**src/rtl/fwd_hazard_ctrl.sv**
```systemverilog
// Forwarding / load-use hazard controller with a shadow tag pipeline (EX .. EX+FWD_DEPTH).
// Optional stall/forward statistics counters are enabled by defining FWD_HAZARD_STATS_EN.
module fwd_hazard_ctrl #(
  parameter int unsigned REG_AW    = 5,
  parameter int unsigned NUM_SRC   = 2,
  parameter int unsigned FWD_DEPTH = 2,
  parameter int unsigned SEL_W     = $clog2(FWD_DEPTH + 1)
) (
  input  logic                       clk,
  input  logic                       rst_n,
  input  logic                       hold,
  input  logic                       flush,
  input  logic                       id_valid,
  input  logic [NUM_SRC*REG_AW-1:0]  id_rs,
  input  logic [NUM_SRC-1:0]         id_rs_used,
  input  logic [REG_AW-1:0]          id_rd,
  input  logic                       id_regwrite,
  input  logic                       id_memread,
  output logic [NUM_SRC*SEL_W-1:0]   fwd_sel,
  output logic                       stall
`ifdef FWD_HAZARD_STATS_EN
  ,
  output logic [15:0]                stall_cnt,
  output logic [15:0]                fwd_cnt
`endif
);

  localparam int unsigned CNT_W = 16;

  logic [FWD_DEPTH:0]              valid_q;
  logic [FWD_DEPTH:0]              regwrite_q;
  logic [FWD_DEPTH:0]              memread_q;
  logic [FWD_DEPTH:0][REG_AW-1:0]  rd_q;
  logic [NUM_SRC-1:0][REG_AW-1:0]  rs_q;
  logic [NUM_SRC-1:0]              rs_used_q;

  logic                            valid0_d;
  logic                            regwrite0_d;
  logic                            memread0_d;
  logic [REG_AW-1:0]               rd0_d;
  logic [NUM_SRC-1:0][REG_AW-1:0]  rs0_d;
  logic [NUM_SRC-1:0]              rs_used0_d;

  logic [FWD_DEPTH:0]              live_c;
  logic                            rs_hit_c;
  logic                            load_id_c;

  // A stage is a forwarding candidate only if it really writes a non-zero register
  always_comb begin
    live_c = '0;
    for (int unsigned s = 0; s <= FWD_DEPTH; s++) begin
      live_c[s] = valid_q[s] & regwrite_q[s] & (rd_q[s] != '0);
    end
  end

  // Load-use detection: ID consumer of the load currently sitting in EX
  always_comb begin
    rs_hit_c = 1'b0;
    for (int unsigned k = 0; k < NUM_SRC; k++) begin
      if (id_rs_used[k] && (id_rs[k*REG_AW +: REG_AW] == rd_q[0])) begin
        rs_hit_c = 1'b1;
      end
    end
    stall = id_valid & ~flush & live_c[0] & memread_q[0] & rs_hit_c;
  end

  // Descending scan so the youngest matching producer overrides older ones
  always_comb begin
    fwd_sel = '0;
    for (int unsigned k = 0; k < NUM_SRC; k++) begin
      if (valid_q[0] && rs_used_q[k]) begin
        for (int unsigned s = FWD_DEPTH; s >= 1; s--) begin
          if (live_c[s] && (rd_q[s] == rs_q[k])) begin
            fwd_sel[k*SEL_W +: SEL_W] = SEL_W'(s);
          end
        end
      end
    end
  end

  // Stage 0 takes the ID instruction or a bubble; bubbles carry zeroed tags
  always_comb begin
    load_id_c   = id_valid & ~stall & ~flush;
    valid0_d    = load_id_c;
    regwrite0_d = 1'b0;
    memread0_d  = 1'b0;
    rd0_d       = '0;
    rs0_d       = '0;
    rs_used0_d  = '0;
    if (load_id_c) begin
      regwrite0_d = id_regwrite;
      memread0_d  = id_memread;
      rd0_d       = id_rd;
      rs0_d       = id_rs;
      rs_used0_d  = id_rs_used;
    end
  end

  always_ff @(posedge clk or negedge rst_n) begin
    if (!rst_n) begin
      valid_q    <= '0;
      regwrite_q <= '0;
      memread_q  <= '0;
      rd_q       <= '0;
      rs_q       <= '0;
      rs_used_q  <= '0;
    end else if (!hold) begin
      for (int unsigned s = 1; s <= FWD_DEPTH; s++) begin
        valid_q[s]    <= valid_q[s-1];
        regwrite_q[s] <= regwrite_q[s-1];
        memread_q[s]  <= memread_q[s-1];
        rd_q[s]       <= rd_q[s-1];
      end
      valid_q[0]    <= valid0_d;
      regwrite_q[0] <= regwrite0_d;
      memread_q[0]  <= memread0_d;
      rd_q[0]       <= rd0_d;
      rs_q          <= rs0_d;
      rs_used_q     <= rs_used0_d;
    end
  end

`ifdef FWD_HAZARD_STATS_EN
  logic [CNT_W-1:0] stall_cnt_q, stall_cnt_d;
  logic [CNT_W-1:0] fwd_cnt_q, fwd_cnt_d;

  // Saturating event counters, frozen while the pipeline is held
  always_comb begin
    stall_cnt_d = stall_cnt_q;
    fwd_cnt_d   = fwd_cnt_q;
    if (!hold) begin
      if (stall && (stall_cnt_q != '1)) begin
        stall_cnt_d = stall_cnt_q + CNT_W'(1);
      end
      if ((fwd_sel != '0) && (fwd_cnt_q != '1)) begin
        fwd_cnt_d = fwd_cnt_q + CNT_W'(1);
      end
    end
  end

  always_ff @(posedge clk or negedge rst_n) begin
    if (!rst_n) begin
      stall_cnt_q <= '0;
      fwd_cnt_q   <= '0;
    end else begin
      stall_cnt_q <= stall_cnt_d;
      fwd_cnt_q   <= fwd_cnt_d;
    end
  end

  assign stall_cnt = stall_cnt_q;
  assign fwd_cnt   = fwd_cnt_q;
`endif

endmodule
```
**config.mk**
```make
export PLATFORM = sky130hd
export DESIGN_NAME = fwd_hazard_ctrl
export DESIGN_NICKNAME = d
export VERILOG_FILES = /design/src/rtl/fwd_hazard_ctrl.sv
export SDC_FILE = /design/constraint.sdc
export NUM_CORES = 1
export LEC_CHECK = 0
export ABC_AREA = 1
export CAP_MARGIN = 40
export CORE_MARGIN = 2
export CORE_UTILIZATION = 45
export DETAILED_ROUTE_END_ITERATION = 10
export GPL_TIMING_DRIVEN = 0
export HOLD_SLACK_MARGIN = 0.08
export PLACE_DENSITY = 0.7
export SYNTH_ARGS = -nofsm -noshare
export SYNTH_HDL_FRONTEND = slang
export SYNTH_SLANG_ARGS = --single-unit
```
**constraint.sdc**
```tcl
create_clock -name clk -period 1.15 [get_ports clk]
set_clock_uncertainty 0.05 [all_clocks]
set_input_delay 0.23 -clock clk [delete_from_list [all_inputs] [get_ports clk]]
set_output_delay 0.23 -clock clk [all_outputs]
set_load 0.1 [all_outputs]
```
==> flow_summary_export.csv, run 1 <==
group,metric,value,unit
clock_network,clkLatencyLatePin,0.28,ns
layout,nets,336,
yosys,synth_top_family_by_area,"simple AND/OR/NAND/NOR gates",
setup_path,cp-end-kind,"primary output",
place,gp_congestion,0.842,
global_routing,grt.overflow.total,0,
routing,drc,0,
global_routing,grt_pass1_vias,1772,
setup_path,startpoint_type,"register",
yosys,synth-simple-area-share,33.5,%
clock_network,cts_buffer_depth,2,
setup_path,worstRegToRegCells,14,
setup_path,cp_cell_sequence,"buf_4 -> buf_4 -> nand2_1 -> nand4_1 -> nor2_1 -> nand3_2 -> nor2_4 -> buf_12",
setup_path,r2r_slack,-0.64,ns
yosys,yosysSeqAreaShare,45.1,%
routing,wl,4880,microns
layout,final_cell_area,2780,sq um
power_and_ir_drop,p_per_area,1030,nW/um^2
sta,slew_headroom,48.1,%
yosys,synthDistinctLibCells,21,
setup_path,r2r_end,"rd_q[4]",
setup_path,r2r_start,"rd_q[0]",
clock_network,root_buffer,"clkbuf_8",
layout,area_growth,47.1,%
place,dpl_cell_area,2420,sq um
routing,first_iter_violations,159,
power_and_ir_drop,ir_worst_vdd,0.000603,V
yosys,synth_mux_area_share,1.79,%
power_and_ir_drop,leakage,0.00147,uW
sta,rsz0062_at_grt,"yes",
layout,mostFrequentLayoutCells,"86 x nand2_1, 34 x dfrtp_1, 20 x inv_1, 20 x nand3_2, 17 x nor2_1",
sta,finalSetupViolations,25,
layout,fill_cells,344,
sta,drv_slew,0,
place,io_buffers,27,
yosys,synth_area_leaders,"dfrtp_1 45%, nand2_1 18%, nand3_1 6.9%, inv_1 5.2%, xor2_1 5.1%",
yosys,synth_top_cell_by_area,"dfrtp_1",
sta,fmax,520,MHz
die,core,4030,sq um
clock_network,cts.sinks,34,
global_routing,grt_antenna_before_repair,0,
layout,final_common_cell,"nand2_1",
power_and_ir_drop,total_power,2860,uW
clock_network,cts_made_buffers,5,
yosys,ys_seq_elements,34,
clock_network,h-tree-depth,2,
yosys,avgSynthCellArea,7.38,sq um
layout,n_antenna_cell,0,
place,hpwl,3480,microns
setup_path,worstSetupPathType,"register to primary output",
yosys,syn_nets,280,
sta,tightest_slew,0.778,ns
yosys,ys_warn_count,0,
layout,drive_gt1_share,29.1,%
routing,avgRoutedWirePerCell,13.4,microns
worst_hold_path,hold_class,"input port to async pin",
yosys,syn_inst,256,
global_routing,track_usage,23.4,%
yosys,synth_xor_area_share,7.42,%
routing,ant_nets,0,
sta,fin_crit_sh,167,%
routing,dr.pass1.iters,4,
layout,fin_cells,363,
yosys,synthesis.area,1890,sq um
setup_path,critPathArrivalTime,1.64,ns
sta,hold_ws,-0.0290,ns
clock_network,cts_tree,"built",
die,io_pins,29,
sta,hold_viol,34,
setup_path,worst_path_max_delay_cell,"dfrtp_1",
die,die-height,68.8,microns
setup_path,cp_top_family,"simple AND/OR/NAND/NOR gates",
routing,via_count,1812,
yosys,yosys.area_share.adder,0,%
die,die_w,68.8,microns
clock_network,clk_pin_slew,0.07,ns
setup_path,path_depth,8,
die,dieArea,4730,sq um
setup_path,crit_path_frequent_cell,"buf_4",
setup_path,worst-path-buf-inv,3,
run_status,violations,"hold timing, setup timing",
setup_path,crit_required,0.87,ns
yosys,synth_compound_area_share,3.18,%
yosys,yosysTopAreaCellShare,45.1,%
global_routing,grt_pass1_wl,8090,microns
global_routing,grt_max_degree,35,
die,start_util,46.9,%
place,dpl.cell_count,338,
run,drv_cap,0,
setup_path,critPathMaxStageDelay,0.40,ns
sta,fin_crit,1.92,ns
die,row_count,23,
routing,via_per_inst,4.99,
run_status,status,"complete, but fails checks",
setup_path,critPathMaxFanout,2,
sta,timing.final.ws_setup,-0.773,ns
power by group:
part,leakage (uW),internal (uW),switching [uW],total [uW]
registers,0.000455,1280,89.2,1370
logic,0.000964,273,298,571
clock network,0.0000482,483,439,922
total,0.00147,2030,825,2860
metal layers:
layer	wire length, microns	GRT usage (%)
met5	0	0
met4	45	6.13
met3	150	4.71
met2	2540	39.8
met1	2150	30.3
sequential cells by signal, summed over array words and instances (netlist names):
| register | count |
|---|---|
| memread_q | 1 |
| rd_q | 15 |
| regwrite_q | 3 |
| rs_q | 10 |
| rs_used_q | 2 |
| valid_q | 3 |
repair_timing:
action / CTS / global route
hold endpoints to repair: 34 / 34
buffers inserted: 14 / 9
resized for setup: 24 / 26
endpoints found under the setup margin: 25 / 25
pin swaps: 10 / 13
kinds of logic after synthesis:
group,count (synthesis)
simple gates,152
buf+inv,39
flops,34
xor+xnor,16
compound gates,12
mux,3
per-stage QoR:
| step | utilization (%) | TNS, ns | hold WS (ns) | setup slack [ns] |
|---|---|---|---|---|
| 6_report | 68.9 | -13.18 | -0.0290 | -0.773 |
| 3_3_place_gp | 58.3 | -51.39 | 0.412 | -1.80 |
| 2_1_floorplan | - | -3.76 | -0.116 | -0.690 |
| 5_1_grt | 68.9 | -15.44 | 0.0269 | -0.851 |
| 3_5_place_dp | 60.0 | -17.58 | 0.301 | -1.38 |
| 4_1_cts | 65.2 | -8.11 | -0.00763 | -0.810 |
cell usage after synthesis:
cell and count:
a21oi_1 1, buf_1 1, buf_2 1, buf_4 2, buf_6 2, clkbuf_1 3, dfrtp_1 34, inv_1 26
inv_2 4, mux2_2 3, nand2_1 91, nand2_2 1, nand3_1 26, nand3_2 1, nand4_1 4, nor2_1 22
nor3_1 6, nor3b_1 1, o21ai_0 11, xnor2_1 5, xor2_1 11
cell type report:
| type | count | area, sq um | area share, % |
|---|---|---|---|
| clock inverter | 1 | 5.00 | 0.180 |
| sequential | 34 | 851 | 30.6 |
| inverter | 30 | 116 | 4.19 |
| buffer | 8 | 55.1 | 1.98 |
| multi-input combinational | 183 | 1060 | 38.1 |
| clock buffer | 7 | 86.3 | 3.11 |
| timing repair buffer | 50 | 543 | 19.5 |
| tap | 50 | 62.6 | 2.25 |
how the worst max path moves through the flow:
stage                   from  slack (ns)          to
floorplan            rd_q[5]       -0.69  fwd_sel[0]
global placement    id_rs[3]       -1.80       stall
detailed placement  id_rs[3]       -1.38       stall
CTS                  rd_q[6]       -0.81  fwd_sel[0]
global route         rd_q[6]       -0.85  fwd_sel[0]
finish               rd_q[6]       -0.77  fwd_sel[2]
No activity file was read; power rests on OpenSTA's default activity.
==> inputs of run 2 (changes only) <==
--- a/config.mk
+++ b/config.mk
@@ -6,7 +6,7 @@
 export NUM_CORES = 1
 export LEC_CHECK = 0
 export ABC_AREA = 1
-export CAP_MARGIN = 40
+export CAP_MARGIN = 20
 export CORE_MARGIN = 2
 export CORE_UTILIZATION = 45
 export DETAILED_ROUTE_END_ITERATION = 10
==> flow_summary_export.csv, run 2 (synthesis results as in run 1) <==
group,metric,value,unit
run_status,status,"complete, but fails checks",
run_status,violations,"hold timing, setup timing",
global_routing,grt_antenna_before_repair,0,
layout,mostFrequentLayoutCells,"82 x nand2_1, 33 x dfrtp_1, 19 x inv_1, 15 x nand3_2",
layout,nets,328,
sta,fmax,530,MHz
setup_path,crit_path_start,"rd_q[3]",
setup_path,crit_required,0.87,ns
clock_network,cts_tree,"built",
sta,fin_crit_sh,164,%
die,die-height,68.8,microns
routing,drc,0,
power_and_ir_drop,p_per_area,1040,nW/um^2
layout,drive_gt1_share,29.2,%
routing,via_per_inst,5.01,
clock_network,root_buffer,"clkbuf_8",
setup_path,r2r_end,"rs_q[9]",
routing,dr.pass1.iters,4,
layout,area_growth,44.7,%
setup_path,r2r_start,"rd_q[3]",
die,io_pins,29,
die,row_count,23,
sta,slew_headroom,49.2,%
die,start_util,46.9,%
global_routing,grtUsageMet3,4.38,%
layout,fill_cells,345,
sta,fin_crit,1.89,ns
global_routing,grt_pass1_wl,8150,microns
run,drv_cap,0,
die,dieArea,4730,sq um
global_routing,grt_use_met2,40.6,%
layout,n_antenna_cell,0,
layout,fin_cells,355,
sta,tightest_slew,0.762,ns
layout,top_regs,"rd_q: 15 flops, rs_q: 10 flops",
setup_path,worst_path_max_delay_cell,"dfrtp_1",
setup_path,crit_path_frequent_cell,"nand2_1",
power_and_ir_drop,total_power,2840,uW
worst_hold_path,hold_class,"input port to async pin",
layout,largest_reg_flops,15,
global_routing,track_usage,23.9,%
global_routing,grt.overflow.total,0,
setup_path,critPathArrivalTime,1.61,ns
place,dpl.cell_count,333,
setup_path,cp-end-kind,"primary output",
global_routing,use_met1,30.1,%
sta,rsz0062_at_grt,"yes",
clock_network,cts_made_buffers,5,
sta,hold_ws,-0.0333,ns
die,core,4030,sq um
setup_path,cp_cell_sequence,"inv_2 -> nand2_1 -> nand2_1 -> nor2_1 -> nand3_1 -> nand2_1 -> nand2_2 -> buf_8 -> clkinvlp_4 -> buf_12",
global_routing,top_usage_layer,"met2",
routing,ant_nets,0,
power_and_ir_drop,leakage,0.00140,uW
place,hpwl,3430,microns
setup_path,worstRegToRegCells,12,
routing,via_count,1780,
clock_network,clkLatencyLatePin,0.29,ns
power_and_ir_drop,ir_worst_vdd,0.000612,V
clock_network,cts_buffer_depth,2,
global_routing,grt_pass1_vias,1756,
setup_path,critPathMaxFanout,4,
routing,avgRoutedWirePerCell,13.7,microns
routing,first_iter_violations,107,
setup_path,r2r_slack,-0.46,ns
setup_path,worstSetupPathType,"register to primary output",
sta,timing.final.ws_setup,-0.737,ns
clock_network,clk_pin_slew,0.07,ns
global_routing,grt_max_degree,35,
sta,finalSetupTns,-11.45,ns
place,gp_congestion,0.842,
place,io_buffers,27,
routing,wl,4860,microns
sta,finalSetupViolations,25,
clock_network,h-tree-depth,2,
layout,largest_register,"rd_q",
sta,drv_slew,0,
setup_path,startpoint_type,"register",
layout,fin_util,67.8,%
die,die_w,68.8,microns
sta,hold_viol,34,
clock_network,cts.sinks,34,
setup_path,critPathMaxStageDelay,0.42,ns
layout,final_common_cell,"nand2_1",
[run 2: changes by cell type in the layout (fill, tap and decap cells not counted), moves of 4 or more]
cell and delta:
buf_6 -7, nand3_2 -5, nand3_4 +5, nand2_1 -4, nand2_2 +4, nor2_1 -4
[run 2: worst max path at each step]
| stage | slack [ns] | to | cells past startpoint |
|---|---|---|---|
| after detailed placement | -1.79 | stall | 11 |
| after CTS | -0.73 | fwd_sel[0] | 6 |
| after global routing | -0.81 | stall | 10 |
| after floorplan | -0.69 | fwd_sel[0] | 5 |
| after global placement | -1.80 | stall | 11 |
| final | -0.74 | stall | 10 |
[run 2: final cells by class]
class	instances	area, sq um	share of cell area [%]
tap	50	62.6	2.29
clock buffer	7	86.3	3.16
sequential	34	852	31.2
buffer	9	70.1	2.57
multi-input combinational	183	1090	40.0
inverter	30	116	4.26
clock inverter	1	5.00	0.183
timing repair buffer	41	445	16.3
[run 2: repair_timing]
item | in CTS | in global routing
setup buffers | 8 | 5
gates cloned | 2 | 0
hold endpoints to repair | 34 | 34
pin swaps | 8 | 14
setup endpoints to repair | 25 | 25
gates resized for setup | 63 | 28
[run 2: power by group]
part | internal [uW] | total [uW] | switching, uW | leakage [uW]
registers | 1280 | 1370 | 93.7 | 0.000454
logic | 244 | 551 | 307 | 0.000903
clock network | 483 | 914 | 431 | 0.0000482
[run 2: worst max-delay path: cells and delay by family (launching register included)]
kind / cells / cell delay (ns)
simple gates: 6 / 0.47
buf+inv: 4 / 0.43
flops: 1 / 0.42
[run 2: per-layer routing]
layer | vias to the layer above | wire, microns | share of wire, %
met2 | 42 | 2480 | 51
met3 | 7 | 137 | 2.8
li1 | 896 | - | -
met1 | 835 | 2150 | 44
met4 | 0 | 90 | 1.9
met5 | - | 0 | 0
[run 2: stage by stage]
step / setup slack, ns / instance area [sq um]
floorplan: -0.690 / 2020
global placement: -1.80 / 2350
detailed placement: -1.79 / 2340
CTS: -0.731 / 2640
global route: -0.815 / 2730
finish: -0.737 / 2730
